**src/rtl/climate_classify_arbiter_if.sv**
```systemverilog
// Station and classifier signals around climate_classify_arbiter.
// The slave modport is the arbiter's view; master is the environment's view.
interface climate_classify_arbiter_if #(
    parameter int unsigned N_STATIONS = 4
);
    logic [N_STATIONS-1:0]    req_valid;
    logic [32*N_STATIONS-1:0] req_temperature;
    logic [32*N_STATIONS-1:0] req_pressure;
    logic [N_STATIONS-1:0]    req_ready;
    logic [N_STATIONS-1:0]    rsp_valid;
    logic [N_STATIONS-1:0]    rsp_ready;
    logic [1:0]               rsp_class;
    logic                     rsp_timeout;
    logic                     cls_start;
    logic [31:0]              cls_temperature;
    logic [31:0]              cls_pressure;
    logic                     cls_snow;
    logic                     cls_sunny;
    logic                     cls_storm;
    logic                     cls_error;
    logic                     cls_done;
    logic                     busy;

    modport slave (
        input  req_valid, req_temperature, req_pressure, rsp_ready,
        input  cls_snow, cls_sunny, cls_storm, cls_error, cls_done,
        output req_ready, rsp_valid, rsp_class, rsp_timeout,
        output cls_start, cls_temperature, cls_pressure, busy
    );

    modport master (
        output req_valid, req_temperature, req_pressure, rsp_ready,
        output cls_snow, cls_sunny, cls_storm, cls_error, cls_done,
        input  req_ready, rsp_valid, rsp_class, rsp_timeout,
        input  cls_start, cls_temperature, cls_pressure, busy
    );
endinterface

```
**src/rtl/climate_classify_arbiter.sv**
```systemverilog
// Round-robin arbiter sharing one climate classifier among N stations.
// Define CLIMATE_ARB_TIMEOUT_EN to enable the WAIT-state watchdog.
module climate_classify_arbiter #(
    parameter int unsigned N_STATIONS     = 4,
    parameter int unsigned TIMEOUT_CYCLES = 16
) (
    input  logic                          clk,
    input  logic                          rst_n,
    climate_classify_arbiter_if.slave     bus
);
    localparam int unsigned ID_W = (N_STATIONS > 1) ? $clog2(N_STATIONS) : 1;

    typedef enum logic [1:0] {StIdle, StIssue, StWait, StRespond} state_e;

    state_e          state_q, state_d;
    logic [ID_W-1:0] rr_ptr_q, rr_ptr_d;
    logic [ID_W-1:0] gnt_q, gnt_d;
    logic [31:0]     temp_q, temp_d;
    logic [31:0]     pres_q, pres_d;
    logic [1:0]      class_q, class_d;
    logic            timeout_q, timeout_d;
    logic [ID_W-1:0] scan_idx, cand;
    logic            scan_hit;
    logic [1:0]      cls_code;

`ifdef CLIMATE_ARB_TIMEOUT_EN
    localparam int unsigned CntW = $clog2(TIMEOUT_CYCLES + 1);
    logic [CntW-1:0] cnt_q, cnt_d;
`else
    logic unused_cfg;
    assign unused_cfg = (TIMEOUT_CYCLES == 0);
`endif

    // First requesting station at or after rr_ptr, wrapping.
    always_comb begin
        scan_hit = 1'b0;
        scan_idx = '0;
        cand     = '0;
        for (int unsigned i = 0; i < N_STATIONS; i++) begin
            cand = ID_W'((32'(rr_ptr_q) + i) % N_STATIONS);
            if (!scan_hit && bus.req_valid[cand]) begin
                scan_hit = 1'b1;
                scan_idx = cand;
            end
        end
    end

    always_comb begin
        case ({bus.cls_error, bus.cls_storm, bus.cls_sunny, bus.cls_snow})
            4'b0001: cls_code = 2'd0;
            4'b0010: cls_code = 2'd1;
            4'b0100: cls_code = 2'd2;
            default: cls_code = 2'd3;
        endcase
    end

    always_ff @(posedge clk) begin
        if (!rst_n) begin
            state_q   <= StIdle;
            rr_ptr_q  <= '0;
            gnt_q     <= '0;
            temp_q    <= '0;
            pres_q    <= '0;
            class_q   <= '0;
            timeout_q <= 1'b0;
`ifdef CLIMATE_ARB_TIMEOUT_EN
            cnt_q     <= '0;
`endif
        end else begin
            state_q   <= state_d;
            rr_ptr_q  <= rr_ptr_d;
            gnt_q     <= gnt_d;
            temp_q    <= temp_d;
            pres_q    <= pres_d;
            class_q   <= class_d;
            timeout_q <= timeout_d;
`ifdef CLIMATE_ARB_TIMEOUT_EN
            cnt_q     <= cnt_d;
`endif
        end
    end

    always_comb begin
        state_d   = state_q;
        rr_ptr_d  = rr_ptr_q;
        gnt_d     = gnt_q;
        temp_d    = temp_q;
        pres_d    = pres_q;
        class_d   = class_q;
        timeout_d = timeout_q;
`ifdef CLIMATE_ARB_TIMEOUT_EN
        cnt_d     = cnt_q;
`endif
        unique case (state_q)
            StIdle: begin
                if (scan_hit) begin
                    gnt_d   = scan_idx;
                    temp_d  = bus.req_temperature[32*scan_idx +: 32];
                    pres_d  = bus.req_pressure[32*scan_idx +: 32];
                    state_d = StIssue;
                end
            end
            StIssue: begin
`ifdef CLIMATE_ARB_TIMEOUT_EN
                cnt_d   = '0;
`endif
                state_d = StWait;
            end
            StWait: begin
                if (bus.cls_done) begin
                    class_d   = cls_code;
                    timeout_d = 1'b0;
                    state_d   = StRespond;
                end
`ifdef CLIMATE_ARB_TIMEOUT_EN
                else if (cnt_q == CntW'(TIMEOUT_CYCLES - 1)) begin
                    class_d   = 2'd3;
                    timeout_d = 1'b1;
                    state_d   = StRespond;
                end else begin
                    cnt_d = cnt_q + CntW'(1);
                end
`endif
            end
            StRespond: begin
                if (bus.rsp_ready[gnt_q]) begin
                    rr_ptr_d = (gnt_q == ID_W'(N_STATIONS - 1)) ? '0 : gnt_q + ID_W'(1);
                    state_d  = StIdle;
                end
            end
            default: state_d = StIdle;
        endcase
    end

    always_comb begin
        bus.req_ready = '0;
        if (state_q == StIdle && scan_hit) begin
            bus.req_ready[scan_idx] = 1'b1;
        end
        bus.rsp_valid = '0;
        if (state_q == StRespond) begin
            bus.rsp_valid[gnt_q] = 1'b1;
        end
        bus.rsp_class       = class_q;
`ifdef CLIMATE_ARB_TIMEOUT_EN
        bus.rsp_timeout     = timeout_q;
`else
        bus.rsp_timeout     = 1'b0;
`endif
        bus.cls_start       = (state_q == StIssue);
        bus.cls_temperature = temp_q;
        bus.cls_pressure    = pres_q;
        bus.busy            = (state_q != StIdle);
    end
endmodule

```
**src/flat_wrapper.sv**
```systemverilog
// flat-port wrapper written by rule: the top's interface ports become plain ports
module climate_classify_arbiter_flat 
#(
    parameter int unsigned N_STATIONS     = 4,
    parameter int unsigned TIMEOUT_CYCLES = 16
)
  (clk, rst_n, bus_req_valid, bus_req_temperature, bus_req_pressure, bus_rsp_ready, bus_cls_snow, bus_cls_sunny, bus_cls_storm, bus_cls_error, bus_cls_done, bus_req_ready, bus_rsp_valid, bus_rsp_class, bus_rsp_timeout, bus_cls_start, bus_cls_temperature, bus_cls_pressure, bus_busy);
  climate_classify_arbiter_if #(.N_STATIONS(N_STATIONS)) bus_i ();
  input  logic clk;
  input  logic rst_n;
  input wire logic [$bits(bus_i.req_valid)-1:0] bus_req_valid;
  input wire logic [$bits(bus_i.req_temperature)-1:0] bus_req_temperature;
  input wire logic [$bits(bus_i.req_pressure)-1:0] bus_req_pressure;
  input wire logic [$bits(bus_i.rsp_ready)-1:0] bus_rsp_ready;
  input wire logic [$bits(bus_i.cls_snow)-1:0] bus_cls_snow;
  input wire logic [$bits(bus_i.cls_sunny)-1:0] bus_cls_sunny;
  input wire logic [$bits(bus_i.cls_storm)-1:0] bus_cls_storm;
  input wire logic [$bits(bus_i.cls_error)-1:0] bus_cls_error;
  input wire logic [$bits(bus_i.cls_done)-1:0] bus_cls_done;
  output wire logic [$bits(bus_i.req_ready)-1:0] bus_req_ready;
  output wire logic [$bits(bus_i.rsp_valid)-1:0] bus_rsp_valid;
  output wire logic [$bits(bus_i.rsp_class)-1:0] bus_rsp_class;
  output wire logic [$bits(bus_i.rsp_timeout)-1:0] bus_rsp_timeout;
  output wire logic [$bits(bus_i.cls_start)-1:0] bus_cls_start;
  output wire logic [$bits(bus_i.cls_temperature)-1:0] bus_cls_temperature;
  output wire logic [$bits(bus_i.cls_pressure)-1:0] bus_cls_pressure;
  output wire logic [$bits(bus_i.busy)-1:0] bus_busy;
  assign bus_i.req_valid = bus_req_valid;
  assign bus_i.req_temperature = bus_req_temperature;
  assign bus_i.req_pressure = bus_req_pressure;
  assign bus_i.rsp_ready = bus_rsp_ready;
  assign bus_i.cls_snow = bus_cls_snow;
  assign bus_i.cls_sunny = bus_cls_sunny;
  assign bus_i.cls_storm = bus_cls_storm;
  assign bus_i.cls_error = bus_cls_error;
  assign bus_i.cls_done = bus_cls_done;
  assign bus_req_ready = bus_i.req_ready;
  assign bus_rsp_valid = bus_i.rsp_valid;
  assign bus_rsp_class = bus_i.rsp_class;
  assign bus_rsp_timeout = bus_i.rsp_timeout;
  assign bus_cls_start = bus_i.cls_start;
  assign bus_cls_temperature = bus_i.cls_temperature;
  assign bus_cls_pressure = bus_i.cls_pressure;
  assign bus_busy = bus_i.busy;
  climate_classify_arbiter #(.N_STATIONS(N_STATIONS), .TIMEOUT_CYCLES(TIMEOUT_CYCLES)) u_core (.clk(clk), .rst_n(rst_n), .bus(bus_i));
endmodule
```
**config.mk**
```make
export PLATFORM = sky130hd
export DESIGN_NAME = climate_classify_arbiter_flat
export DESIGN_NICKNAME = d
export VERILOG_FILES = /design/src/rtl/climate_classify_arbiter_if.sv /design/src/rtl/climate_classify_arbiter.sv /design/src/flat_wrapper.sv
export SDC_FILE = /design/constraint.sdc
export NUM_CORES = 1
export LEC_CHECK = 0
export ABC_AREA = 1
export BUFFER_PORTS_ARGS = -buffer_cell sky130_fd_sc_hd__clkbuf_2
export CAP_MARGIN = 10
export CORE_AREA = 3 3 133 135
export CTS_CLUSTER_DIAMETER = 60
export DETAILED_ROUTE_END_ITERATION = 8
export DIE_AREA = 0 0 136 138
export PLACE_DENSITY = 0.71
export SLEW_MARGIN = 0
export SYNTH_ARGS = -nofsm -noshare
export SYNTH_HDL_FRONTEND = slang
export SYNTH_SLANG_ARGS = --single-unit
```
**constraint.sdc**
```tcl
create_clock -name clk -period 3.8 [get_ports clk]
set_input_delay 1.14 -clock clk [delete_from_list [all_inputs] [get_ports clk]]
set_output_delay 1.14 -clock clk [all_outputs]
set_load 0.005 [all_outputs]
```
# After elaboration in Yosys (flattened, before gate mapping)
# Cells that the tools add are included.
[classes]
n_addsub = 4
multipliers = 0
n_div = 0
magnitude_cmp = 8
eq_ne = 10
n_shift = 2
n_mux = 30
bitwise = 0
n_reduce_logical = 15
[ops]
columns = ["op", "count"]
rows = [
  ["$shiftx A128 B8 Y32", 2],
  ["$lt A2 B3 Y1 const B", 6],
  ["$mux W2", 8],
  ["$mux W1", 11],
  ["$bmux W1 S2", 5],
  ["$mux W4", 2],
  ["$pmux W2 S4", 1],
  ["$eq A2 B2 Y1 const B", 3],
  ["$logic_and A1 B1 Y1", 6],
  ["$pmux W2 S3", 1],
  ["$reduce_and A2 Y1", 3],
  ["$add A2 B1 Y2 const B", 2],
  ["$add A2 B2 Y2 const B", 2],
  ["$demux W1 S2", 2],
  ["$eq A4 B1 Y1 const B", 1],
  ["$eq A4 B2 Y1 const B", 1],
  ["$eq A4 B3 Y1 const B", 1],
  ["$ge A2 B1 Y1 const B", 2],
  ["$ne A2 B1 Y1 const B", 2],
  ["$logic_not A1 Y1", 3],
  ["$reduce_and A3 Y1", 1],
  ["$eq A2 B1 Y1 const B", 1],
  ["$logic_not A2 Y1", 1],
  ["$ne A2 B2 Y1 const B", 1],
  ["$reduce_bool A2 Y1", 1],
]
[totals]
reg_bits = 72
latch_bits = 0
mem_bits_rw = 0
mem_bits_ro = 0
inputBits = 271
word_cells = 75
n_memories = 0

# Longest topological paths before layout
[logic_depth]
word_depth = 17
ltp_mapped = 17

# Worst setup path after synthesis
# Ideal clock, no wire load.
[synth_path]
path_type = "input port to output port"
startpoint = "input bus_req_valid[3]"
endpoint = "output bus_req_ready[3]"
arrival_time_ps = 2296
setup_slack_ps = 364
cell_stages = 11
n_path_buf = 2
cell_sequence = "inv_1 > nand2_1 > nand3_1 > nand2_1 > nor2_2 > nand3_1 > nand3_2 > buf_4 > buf_2 > nand2_1 > nor2_1"
[synth_between]
elab_chain_cells = 17
word_cells_on_any_way = 29
cone_classes = "order compare: 2; mux: 19; reduce/logical: 8"
[synth_lines]
columns = ["item", "line", "text"]
rows = [
  ["start, declared", "flat_wrapper.sv:11", "input wire logic [$bits(bus_i.req_valid)-1:0] bus_req_valid;"],
  ["$bmux W1 S2", "climate_classify_arbiter.sv:41", "if (!scan_hit && bus.req_valid[cand]) begin"],
  ["$mux W1 (implied by the code)", "climate_classify_arbiter.sv:41", ""],
  ["$mux W1", "climate_classify_arbiter.sv:41", ""],
  ["$logic_not A1 Y1", "climate_classify_arbiter.sv:41", ""],
  ["$logic_and A1 B1 Y1", "climate_classify_arbiter.sv:41", ""],
  ["$mux W1", "climate_classify_arbiter.sv:41", ""],
  ["$logic_not A1 Y1", "climate_classify_arbiter.sv:41", ""],
  ["$logic_and A1 B1 Y1", "climate_classify_arbiter.sv:41", ""],
  ["$mux W1", "climate_classify_arbiter.sv:41", ""],
  ["$logic_not A1 Y1", "climate_classify_arbiter.sv:41", ""],
  ["$logic_and A1 B1 Y1", "climate_classify_arbiter.sv:41", ""],
  ["$mux W2", "climate_classify_arbiter.sv:41", ""],
  ["$lt A2 B3 Y1 (implied by the code) or $ge A2 B1 Y1 (tied branches)", "climate_classify_arbiter.sv:138", "bus.req_ready[scan_idx] = 1'b1;"],
  ["$logic_and A1 B1 Y1 (implied by the code)", "climate_classify_arbiter.sv:138", ""],
  ["$mux W1 (implied by the code)", "climate_classify_arbiter.sv:138", ""],
  ["$demux W1 S2", "n/a", ""],
  ["$mux W4 (*)", "climate_classify_arbiter.sv:137", "if (state_q == StIdle && scan_hit) begin"],
  ["end, declared", "flat_wrapper.sv:20", "output wire logic [$bits(bus_i.req_ready)-1:0] bus_req_ready;"],
]
# Every way passes the cells marked *; elsewhere a longest branch is shown, timed or not. The select of a mux whose other input is x is not followed.

# Worst setup path in the final report
# Ends and elaborated chain as after synthesis.

==> flow_metrics.py <==
metrics = {
    "status": {
        "status": "complete, no violations",
    },
    "grt": {
        "grt_pass1_vias": 7494,
        "grt_max_degree": 129,
        "grt_pass1_wl_um": 35200,
        "grt_usage_pct": 22.6,
        "overflow": 0,
        "antenna_found_initial": 0,
    },
    "drt": {
        "first_pass_iters": 7,
        "wl_um": 21800,
        "wl_per_cell_um": 12.4,
        "drc": 0,
        "via_per_inst": 4.60,
        "antenna_left": 0,
        "vias": 8074,
        "first_iter_violations": 367,
    },
    "pwr": {
        "swShare_pct": 49.6,
        "pwr-share-clk_pct": 13.0,
        "power_mw": 5.86,
        "combPwrFrac_pct": 63.7,
        "pwr-share-seq_pct": 23.3,
        "p_int_mw": 2.96,
        "p_per_area_nw_per_um2": 688,
        "power_leakage_nw": 5.86,
        "ir_worst_vdd_mv": 0.837,
        "p_switching_mw": 2.90,
    },
    "sta": {
        "fmax_mhz": 280,
        "min_period_over_period_pct": 93.8,
        "drv_slew": 0,
        "final-hold-violation-count": 0,
        "clock_skew_ps": 10.7,
        "final-setup-viol-count": 0,
        "hold_ws_ps": 553,
        "worst_pin_slew_ps": 971,
        "period_needed_ps": 3570,
        "rsz0062_at_grt": "false",
        "relSlewSlack_pct": 35.3,
        "tns_ps": 0,
    },
    "cells_and_area": {
        "antenna_cells": 0,
        "drive_gt1_share_pct": 24.8,
        "multiInputGateArea_um2": 3390,
        "layout_common_cells": "clkbuf_2, inv_1, nand3_1",
        "syn_to_final_growth_pct": 30.3,
        "mostFrequentLayoutCell": "clkbuf_2",
        "finalNonFillerCells": 1754,
        "register_area_um2": 1440,
        "fill_cells": 1825,
        "layout.nets": 1811,
    },
    "placed_design": {
        "hpwl_um": 15900,
        "gp_congestion": 0.885,
        "placed_cells": 1740,
        "port_buffers": 346,
    },
    "clock_network": {
        "clock_latency_ps": 330,
        "cts-htree-levels": 3,
        "cts_tree": "done",
        "clk_pin_slew_worst_paths_ps": 60,
        "numClockSinks": 72,
        "cts-root-buf": "clkbuf_16",
        "numCtsBuffers": 9,
        "clockBufferDepth": 2,
    },
    "floorplan": {
        "dieArea_um2": 18800,
        "rows": 47,
        "start_util_pct": 39.4,
        "die_x_um": 136,
        "ioPinCount": 348,
        "die_y_um": 138,
        "core_um2": 16600,
    },
    "hold_path": {
        "hold_class": "reg -> reg",
    },
    "logic_synthesis": {
        "yosysSeqAreaShare_pct": 22.1,
        "synth_area_leaders": "nand3_1, dfxtp_1, inv_1, nand2_1, nor2_1",
        "ys_types": 23,
        "postSynthAreaPerCell_um2": 5.25,
        "synth_top_cell_area_share_pct": 25.7,
        "ys_ff_latch": 72,
        "syn_inst": 1244,
        "synth_top_cell_by_area": "nand3_1",
        "synth_fp_nets": 1524,
        "ys_warn_count": 0,
        "synth_area_um2": 6530,
    },
    "flow_run": {
        "cap_violations": 0,
    },
    "worst_setup_path": {
        "reg2reg_depth": 14,
        "worstSetupStartpoint": "bus_req_valid[3]",
        "critical_path.startpoint_type": "input pin",
        "arrival_ps": 2430,
        "worstSetupEndpoint": "bus_req_ready[3]",
        "rr_endpoint": "u_core.bus.cls_pressure[17]",
        "required_ps": 2660,
        "crit_type": "in -> out",
        "reg2reg_from": "u_core.rr_ptr_q[0]",
        "end_kind": "primary output",
        "critPathMaxFanout": 9,
        "r2r_slack_ps": 820,
    },
}
==> logic make-up (layout without fill, tap and decap cells) <==
logic type,Yosys count,after routing,share of synthesized area (%)
simple gates,721,721,48.2
flops,72,72,22.1
other cells,1,1,0.0574
buf+inv,424,714,26.5
compound gates,17,17,1.47
fa+ha+maj,9,9,1.72
==> synth_stat cells <==
library cell / count
a211oi_1: 1
a21oi_1: 5
a22oi_1: 1
a31oi_1: 2
buf_2: 43
buf_4: 18
buf_6: 2
clkbuf_1: 17
conb_1: 1
dfxtp_1: 72
ha_1: 9
inv_1: 340
inv_2: 4
nand2_1: 241
nand2_2: 1
nand3_1: 335
nand3_2: 3
nor2_1: 139
nor2_2: 1
nor3_1: 1
o21ai_0: 6
o21ai_1: 1
o31a_1: 1
==> final cells by class <==
type	count	share of cell area, %
clock inverter	4	0.265
timing repair buffer	356	21.7
tap	220	3.23
sequential	72	16.9
inverter	344	15.2
clock buffer	10	2.81
multi-input combinational	748	39.9
==> timing repair <==
item,CTS,global route
hold buffers,0,0
gates resized for setup,0,1
endpoints found under the setup margin,0,1
setup buffers,0,0
==> flip-flops by register name, indices dropped and copies added (netlist names) <==
signal                      cells
u_core.bus.cls_pressure        32
u_core.rr_ptr_q                 2
u_core.bus.cls_temperature     32
u_core.bus.rsp_class            2
u_core.state_q                  2
u_core.gnt_q                    2
==> metrics by stage <==
| stage | setup WS (ps) | utilization [%] | instance area (µm²) |
|---|---|---|---|
| 6_report | 235 | 51.3 | 8510 |
| 2_1_floorplan | 364 | - | 6530 |
| 4_1_cts | 225 | 51.3 | 8500 |
| 3_3_place_gp | 223 | 49.7 | 8240 |
| 5_1_grt | 13.8 | 51.3 | 8510 |
| 3_5_place_dp | 235 | 49.7 | 8240 |
==> worst min path at each step <==
stage	from	to	depth (start not counted)
global placement	u_core.bus.rsp_class[1]	u_core.bus.rsp_class[1]	2
CTS	u_core.bus.rsp_class[1]	u_core.bus.rsp_class[1]	2
floorplan	u_core.gnt_q[1]	u_core.gnt_q[1]	2
detailed placement	u_core.bus.rsp_class[1]	u_core.bus.rsp_class[1]	2
global route	u_core.bus.rsp_class[1]	u_core.bus.rsp_class[1]	2
finish	u_core.bus.rsp_class[0]	u_core.bus.rsp_class[0]	2
==> routing by layer <==
| metal | up-vias | track usage, % | wire length (µm) |
|---|---|---|---|
| li1 | 4261 | - | - |
| met1 | 3454 | 27.3 | 8940 |
| met2 | 318 | 38.3 | 10300 |
| met3 | 41 | 5.34 | 1900 |
| met4 | 0 | 9.02 | 697 |
| met5 | - | 0 | 0 |
==> worst max-delay path, cell delays in order <==
cell,delay [ps]
clkbuf_2,90
inv_1,60
nand2_1,60
nand3_1,110
nand2_1,100
nor2_2,210
nand3_1,160
nand3_4,180
nand2_1,90
nor2_1,90
clkbuf_2,120
==> power by group through the flow <==
stage	Combinational [mW]	Sequential (mW)	Clock (mW)
after global placement	3.72	1.36	0
after detailed placement	3.74	1.38	0
after global routing	4.28	1.41	0.814
after floorplan	2.64	1.38	0
after CTS	3.76	1.37	0.788
final	3.73	1.37	0.762
Power figures use the tool's default switching activity.
